File: config.mk
export PLATFORM = sky130hd
export DESIGN_NAME = rotary_interface
export DESIGN_NICKNAME = d
export VERILOG_FILES = /design/src/rtl/rotary_interface.sv
export SDC_FILE = /design/constraint.sdc
export NUM_CORES = 1
export LEC_CHECK = 0
export ABC_AREA = 1
export BUFFER_PORTS_ARGS = -buffer_cell sky130_fd_sc_hd__buf_4
export CORE_AREA = 2 2 39 41
export CTS_BUF_LIST = sky130_fd_sc_hd__clkbuf_4
export DETAILED_ROUTE_END_ITERATION = 8
export DIE_AREA = 0 0 41 43
export MAX_ROUTING_LAYER = met4
export PLACE_DENSITY_LB_ADDON = 0.12
export SLEW_MARGIN = 20
export SYNTH_ARGS = -nofsm -noshare
export SYNTH_HDL_FRONTEND = slang
export SYNTH_SLANG_ARGS = --single-unit
File: constraint.sdc
create_clock -name clock -period 1.72 [get_ports clock]
set_input_delay 0.086 -clock clock [delete_from_list [all_inputs] [get_ports clock]]
set_output_delay 0.086 -clock clock [all_outputs]
set_load 0.01 [all_outputs]
File: src/rtl/rotary_interface.sv
// rtl/rotary_interface.sv - quadrature decoder with synchroniser, bounce filter and per-detent pulses
module rotary_interface #(
    parameter int SYNC_STAGES = 2
) (
    input  logic       clock,
    input  logic       reset,
    input  logic [1:0] rotary,
    output logic       rotary_left,
    output logic       rotary_right
);

    logic [1:0] r_sync [SYNC_STAGES];
    logic       r_q1;
    logic       r_q2;
    logic       r_q1_d;
    logic       r_left;
    logic       r_right;
    logic [1:0] w_s;
    logic       w_event;

    assign w_s     = r_sync[SYNC_STAGES-1];
    assign w_event = r_q1 & ~r_q1_d;

    always_ff @(posedge clock) begin
        if (reset) begin
            for (int i = 0; i < SYNC_STAGES; i++) begin
                r_sync[i] <= 2'b00;
            end
            r_q1    <= 1'b0;
            r_q2    <= 1'b0;
            r_q1_d  <= 1'b0;
            r_left  <= 1'b0;
            r_right <= 1'b0;
        end else begin
            r_sync[0] <= rotary;
            for (int i = 1; i < SYNC_STAGES; i++) begin
                r_sync[i] <= r_sync[i-1];
            end
            // q1 only moves on the settled states 00/11, q2 only on the mixed states,
            // so chatter on a single phase can never retrigger q1.
            case (w_s)
                2'b00:   r_q1 <= 1'b0;
                2'b01:   r_q2 <= 1'b0;
                2'b10:   r_q2 <= 1'b1;
                default: r_q1 <= 1'b1;
            endcase
            r_q1_d  <= r_q1;
            r_left  <= w_event & r_q2;
            r_right <= w_event & ~r_q2;
        end
    end

    assign rotary_left  = r_left;
    assign rotary_right = r_right;

endmodule

======== After elaboration in Yosys (flattened, before gate mapping) ========
Memory sizes are Yosys's and may differ from the RTL's.
Cells that the tools add are included.
storage, ports and cells
  flip-flop bits (word level) ............. 5
  bits in latches ......................... 0
  bits in writable memories ............... 4
  ROM bits ................................ 0
  bits of input ports ..................... 4
  output and inout bits ................... 2
  logic and storage cells ................. 25
  memories kept ........................... 1
memory list
  memory  depth  bits a word  read ports  clocked after Yosys merged registers in  write ports  RTL line  RTL
  r_sync  2      2            2           0                                        2            12        logic [1:0] r_sync [SYNC_STAGES];
cells by class
  add/sub/neg operators ................... 0
  multiply operators ...................... 0
  divide/modulo/power cells ............... 0
  $lt $le $gt $ge ......................... 0
  eq/ne operators ......................... 2
  shift operators ......................... 0
  mux-type cells .......................... 7
  bitwise logic cells ..................... 7
  reduce and logical (&&, ||, !) cells .... 3
operator list
  cell                                                              count
  2-bit 2-to-1 mux                                                  2
  1-bit one-hot mux with 2 select lines                             2
  1-bit bitwise AND                                                 3
  1-bit 2-to-1 mux                                                  3
  2-bit by 1-bit == test with 1-bit output (second input constant)  1
  2-bit == test (second input constant)                             1
  2-bit zero test                                                   1
  1-bit NOT                                                         2
  1-bit OR                                                          2
  2-bit nonzero test                                                1
  2-bit OR reduction                                                1

======== Longest topological paths before layout ========
Gate-level depths: netlist of run 1.
  depth in word-level cells ............... 3
  mapped depth ............................ 6
  mapped depth without buffers ............ 6

======== Worst setup path after synthesis of run 1 ========
Ideal clock, no wire load.
  kind .................................... register to register
  start ................................... memory r_sync[1][0] (netlist: r_sync[0][2])
  end ..................................... register r_q1
  library setup time ...................... 0.113 ns
  data arrival time ....................... 0.792 ns
  required time ........................... 1.607 ns
  setup slack ............................. 0.815 ns
  cell stages (with the launch flop) ...... 5
  buffers on the path ..................... 0
  clock period less this slack ............ 0.905 ns
  cells stage by stage .................... dfxtp_1 inv_1 ha_1 nor2_1 nor2_1
RTL lines
  element               RTL line  RTL
  from (decl)           12
  to (signal assigned)  29        r_q1 <= 1'b0;
  to (signal assigned)  42        2'b00: r_q1 <= 1'b0;
  to (signal assigned)  45        default: r_q1 <= 1'b1;
  to (decl)             13        logic r_q1;

==> reports/qor.txt, run 1 <==
Crit path depth - 4
Filler cell count - 158
Hold buffers post-CTS - 0
Rows - 14
Total die area - 1763 µm²
TritonCTS Buffers - 3
Total Routing Usage GR - 7.135%
Ys Warns - 0
Max_cap viols - 0
Diodes inserted - 0
Number of synthesized register bits - 9
Mapped Nets - 46
TritonCTS clock tree - yes
CTS resizes - 0
Global-route wire length before repair - 800 µm
Clk buf depth - 2
Critical path type - flop to flop
R2R Path Start - r_sync[0][2]
Max FO, Critical Path - 4
Crit path DAT - 1.09 ns
Largest family of logic cells by synthesized area - simple AND/OR/NAND/NOR gates
Seq/Total Area, Yosys - 56.03%
Asr flop ratio synth - 0%
CP Buf/Inv Count - 1
DRT iter0 DRCs - 2
Clock-pin slew on the worst setup and hold paths - 0.06 ns
Leak - 0.2111 nW
Worst setup startpoint - r_sync[0][2]
Initial antenna violation count - 0
Delay of the slowest critical-path stage - 0.33 ns
Req. time, crit path - 1.86 ns
# IOs - 6
Crit path max-delay family - adder cells
Die H - 43 µm
Fin. max-slew vios - 0
Min Tclk post-route - 0.9527 ns
Core area - 1384 µm²
Mux contribution to synthesized area - 0%
Most common cell in the netlist - inv_1
Largest net degree at the start of global routing - 6
Max_slew headroom - 92.65%
Synthesized area - 321.6 µm²
Unique cell type count in the Yosys netlist - 9
Final ANT Viol Nets - 0
Initial Utilization - 23.24%
RSZ-0062 raised after global routing - false
Routed WL - 396 µm
Clk_skew - 0.003676 ns
Hpwl dp - 334.9 µm
Clock Latency Late Sink - 0.25 ns
Synth area leaders - dfxtp_1 (56%), inv_1 (13%), nor2_1 (11%)
Synth Area in XOR/XNOR - 0%
Worst flop-to-flop path endpoint - r_q1
Final hold vios - 0
Pwr/cell area - 1041 nW/µm²
Congestion Overflow GR - 0
Postcts setup bufs - 0
TritonCTS Sinks - 9
Crit end category - flop
GP Congestion - 0.7063
Htree depth - 1
CP max-delay cell - ha_1
IR drop worst, VDD - 0.4065 mV
Critical path startpoint category - flop
Fraction of the mapped netlist area in adder cells - 7.782%
Simple-Gate Fraction of Synth Area - 22.18%
Vias in the first global route - 236
Synth cell count leaders - inv_1 (11), dfxtp_1 (9), nor2_1 (9)
Root Buffer - clkbuf_4
DR WL/cell - 6.092 µm
Endpoints failing setup - 0
Final period util - 55.39%
Total Nets Final - 56
Pwr Total - 0.0004258 W
Share of the synthesized area in the top cell type - 56.03%
Setup TNS - 0 ns
CP Cell Sequence - inv_1 -> ha_1 -> nor2_1 -> nor2_1
Primary FF master, synth - dfxtp_1
Fmax achieved - 1050 MHz
HP Class - input port to flop
Drt via density - 3.523
Critical Path Sink - r_q1
Via count - 229
Status - finished clean
Synthesized area per cell - 8.039 µm²
Yosys top cell by area - dfxtp_1
Reg2Reg Depth - 4
PortBufs - 5
R2r setup slk - 0.77 ns
Worst-Margin Slew - 0.1102 ns
Util after Layout - 29.57%
Post-synth EDFFs - 0
Complex-gate fraction of the synthesized area - 0%
Drc violations - 0
Die span in x - 41 µm
Share of post-route cells with drive strength above 1 - 24.49%
Mapped Cells - 40
Most frequent CP cell - nor2_1
P&R area growth vs syn - 27.24%
TritonRoute pass-1 iters - 2
where the power goes:
part / switching (W) / total, W / leakage [nW] / internal [W]
clock: 0.0000630 / 0.000167 / 0.0184 / 0.000104
combinational: 0.0000174 / 0.0000343 / 0.119 / 0.0000170
sequential: 0.00000451 / 0.000224 / 0.0740 / 0.000219
stage by stage:
| step | worst slack, ns | instances | area (µm²) | hold slack (ns) |
|---|---|---|---|---|
| floorplan | 0.8151 | 40 | 321.6 | 0.1572 |
| global placement | 0.7698 | 61 | 379.1 | 0.2878 |
| detailed placement | 0.7634 | 61 | 379.1 | 0.2960 |
| CTS | 0.7550 | 65 | 409.1 | 0.02754 |
| global route | 0.6564 | 65 | 409.1 | 0.02965 |
| finish | 0.7673 | 65 | 409.1 | 0.03031 |
per-layer routing:
metal | part of all wire [%] | track usage [%]
met2 | 51 | 8.125
met4 | 1.3 | 8.000
met3 | 4.5 | 1.571
met1 | 42 | 9.150
met5 | 0 | -
worst min-delay path by stage:
stage,startpoint,to,cells after the start
after global routing,reset,r_sync[0][2],2
final,reset,r_sync[0][3],2
after floorplan,reset,r_sync[0][0],1
after detailed placement,reset,r_sync[0][3],2
after global placement,rotary[1],r_sync[0][1],3
after CTS,reset,r_sync[0][3],2
sequential cells by signal, summed over array words and instances (netlist names):
| register | cells |
|---|---|
| r_q1 | 1 |
| r_q1_d | 1 |
| r_q2 | 1 |
| rotary_left | 1 |
| rotary_right | 1 |
| r_sync | 4 |
layout make-up:
class | instances | area, µm² | share of cell area, %
multi-input cells | 19 | 96.34 | 23.55
inverters | 12 | 45.04 | 11.01
clock buffers | 4 | 30.03 | 7.339
well taps | 16 | 20.02 | 4.893
flip-flops and latches | 9 | 180.2 | 44.04
repair buffers | 5 | 37.54 | 9.174
cells in the final DEF, fill, tap and decap left out:
cell type  netlist  routed
ha_1             2       2
nor2_1           9       9
clkbuf_4         0       4
dfxtp_1          9       9
inv_1           11      11
nand2_1          5       5
or2_1            1       1
nand2_2          1       1
buf_4            0       5
inv_2            1       1
nor2_2           1       1
logic make-up after synthesis:
group	Yosys count
fa+ha+maj	2
buf+inv	12
flops	9
simple gates	17
Note: power is estimated with default switching activity, not from simulation.
==> inputs of run 2 (changes only) <==
ABC_AREA = 0   (was 1)
clock period = 0.9 ns   (was 1.72 ns; I/O delays follow)
==> run 2 against run 1 <==
  * Cell area rose by 6.4%
  * Highest routed layer is now met3
  * Combinational power is 71% higher
  * Core utilization is 1.9 points higher
  * The run now ends with setup timing left
  * Non-clock buffer count grew 3
  * Critical endpoint unchanged
  * First-iteration DRC count fell by 100%
==> reports/qor.txt, run 2 <==
Min Tclk post-route - 0.9923 ns
Ys Warns - 0
Most common cell after layout, fill and taps aside - dfxtp_1
Delay of the slowest critical-path stage - 0.33 ns
TritonCTS clock tree - yes
Congestion Overflow GR - 0
RSZ-0062 raised after global routing - true
Fraction of the mapped netlist area in adder cells - 8.368%
Unique cell type count in the Yosys netlist - 12
R2r setup slk - -0.09 ns
Clk buf depth - 2
Worst setup startpoint - r_sync[0][3]
CP Buf/Inv Count - 1
Core area - 1384 µm²
TritonCTS Sinks - 9
Htree depth - 1
Failing checks - setup timing
Endpoints failing setup - 2
Die span in x - 41 µm
Share of post-route cells with drive strength above 1 - 43.24%
Critical path startpoint category - flop
Most common cell in the netlist - dfxtp_1
Leak - 0.1870 nW
Fmax achieved - 1008 MHz
Crit path DAT - 1.19 ns
Die H - 43 µm
Total die area - 1763 µm²
GR Util met1 - 8.497%
Drc violations - 0
Largest family of logic cells by synthesized area - simple AND/OR/NAND/NOR gates
Number of synthesized register bits - 9
Critical path type - flop to flop
# IOs - 6
Grt met2 use - 6.563%
Via count - 195
Internal power - 0.0006521 W
Mux contribution to synthesized area - 3.347%
DRT iter0 DRCs - 0
PortBufs - 5
Sw power - 0.0001573 W
Clock Latency Late Sink - 0.25 ns
Synth cell count leaders - dfxtp_1 (9), and2b_1 (4), ha_1 (2), inv_1 (2)
Most flops, register - r_sync
Hpwl dp - 309.3 µm
P&R area growth vs syn - 45.61%
Synthesized area per cell - 11.96 µm²
Worst-Margin Slew - 0.2171 ns
Non-filler instance count after layout - 53
Pwr Total - 0.0008094 W
Status - complete, but fails checks
Commonest cells after routing, fill and taps aside - dfxtp_1 (7), buf_4 (5), and2b_1 (4), clkbuf_4 (4), dlygate4sd3_1 (3)
Endpoint, Worst Hold - rotary_right
Seq pwr share - 51.9%
Logic pwr share - 7.2%
Rows - 14
CP max-delay cell - dfxtp_2
TritonCTS Buffers - 3
GP Congestion - 0.6547
WHS Path Cells - 1
Hold Slack - 0.4303 ns
Crit end category - flop
Cells after DPL - 46
Routed WL - 427 µm
M3 GR Usage - 1.571%
Complex-gate fraction of the synthesized area - 1.674%
HP Class - flop to flop
Largest net degree at the start of global routing - 10
Req. time, crit path - 1.09 ns
Simple-Gate Fraction of Synth Area - 23.85%
Clock-pin slew on the worst setup and hold paths - 0.06 ns
CP Cell Sequence - inv_2 -> ha_4 -> or2_1 -> a21oi_2
Max_cap viols - 0
Mapped Nets - 31
Final worst setup slack - -0.09233 ns
Hold wc startpoint - r_q1_d
Total Nets Final - 44
Synth Area in XOR/XNOR - 0%
R2R Path Start - r_sync[0][3]
Vias in the first global route - 193
Util after Layout - 31.46%
DR WL/cell - 8.057 µm
Root Buffer - clkbuf_4
Yosys top cell by area - dfxtp_1
Initial antenna violation count - 0
Max_slew headroom - 85.32%
Diodes inserted - 0
Pwr/cell area - 1859 nW/µm²
Synthesized area - 299.0 µm²
Mapped Cells - 25
Post-synth EDFFs - 0
Reg2Reg Depth - 4
Drt via density - 3.679
Clk network pwr share - 40.8%
Crit path max-delay family - flip-flops
Asr flop ratio synth - 0%
Switching Share - 19.43%
Max FO, Critical Path - 3
Worst flop-to-flop path endpoint - r_q1
Fin. max-slew vios - 0
Synth area leaders - dfxtp_1 (60%), and2b_1 (10%), ha_1 (8.4%)
TritonRoute pass-1 iters - 1
IR drop worst, VDD - 0.5749 mV
Seq/Total Area, Yosys - 60.25%
Final hold vios - 0
Global-route wire length before repair - 710 µm
Number of flip-flops in the largest register - 4
Initial Utilization - 21.61%
Clk_skew - 0.001698 ns
Share of the synthesized area in the top cell type - 60.25%
Most crowded layer after global routing - met4
Final period util - 110.3%
Postcts setup bufs - 0
Filler cell count - 149
Crit path depth - 4
Primary FF master, synth - dfxtp_1
Total Routing Usage GR - 6.722%
Setup TNS - -0.1547 ns
Final ANT Viol Nets - 0
run 2: power groups by stage:
stage / combinational, W / clock, W / sequential (W)
final: 0.0000586 / 0.000331 / 0.000420
after global routing: 0.0000659 / 0.000368 / 0.000422
after CTS: 0.0000582 / 0.000351 / 0.000420
after detailed placement: 0.0000475 / 0 / 0.000429
after global placement: 0.0000465 / 0 / 0.000429
after floorplan: 0.0000272 / 0 / 0.000428
run 2: worst reg2reg max path: stages (launching register included):
cell and delay, ns:
dfxtp_2 0.33, inv_2 0.04, ha_4 0.23, or2_1 0.21, a21oi_2 0.11
run 2: metrics by stage:
step / cell area (µm²) / worst slack (ns)
2_1_floorplan: 314.1 / -0.04348
3_3_place_gp: 371.6 / -0.07168
3_5_place_dp: 371.6 / -0.06936
4_1_cts: 431.7 / -0.09921
5_1_grt: 435.4 / -0.1406
6_report: 435.4 / -0.09233
run 2: area by class of cell:
type / instances / area, µm² / area share [%]
clock buffer: 4 / 30.03 / 6.897
sequential: 9 / 182.7 / 41.95
multi-input combinational: 14 / 127.6 / 29.31
timing repair buffer: 8 / 67.56 / 15.52
tap: 16 / 20.02 / 4.598
inverter: 2 / 7.507 / 1.724
run 2: cells by family after synthesis:
group                    Yosys count
AO/OA/AOI/OAI                      1
adder cells (fa/ha/maj)            2
flip-flops                         9
buffers and inverters              2
multiplexers                       1
AND/OR/NAND/NOR                   10
run 2: per-layer routing:
| metal | up-vias | part of all wire (%) |
|---|---|---|
| met4 | 0 | 0 |
| li1 | 105 | - |
| met5 | - | 0 |
| met1 | 86 | 50 |
| met3 | 0 | 3.0 |
| met2 | 4 | 46 |
run 2: worst max-delay path by stage:
stage | endpoint
after floorplan | r_q1
after global placement | r_q2
after detailed placement | r_q1
after CTS | r_q1
after global routing | r_q1
final | r_q1
run 2: repair_timing:
action                                  CTS  global route
endpoints found under the setup margin    2             2
gates resized for setup                   0             1
hold buffers                              3             0
hold endpoints to repair                  2             0
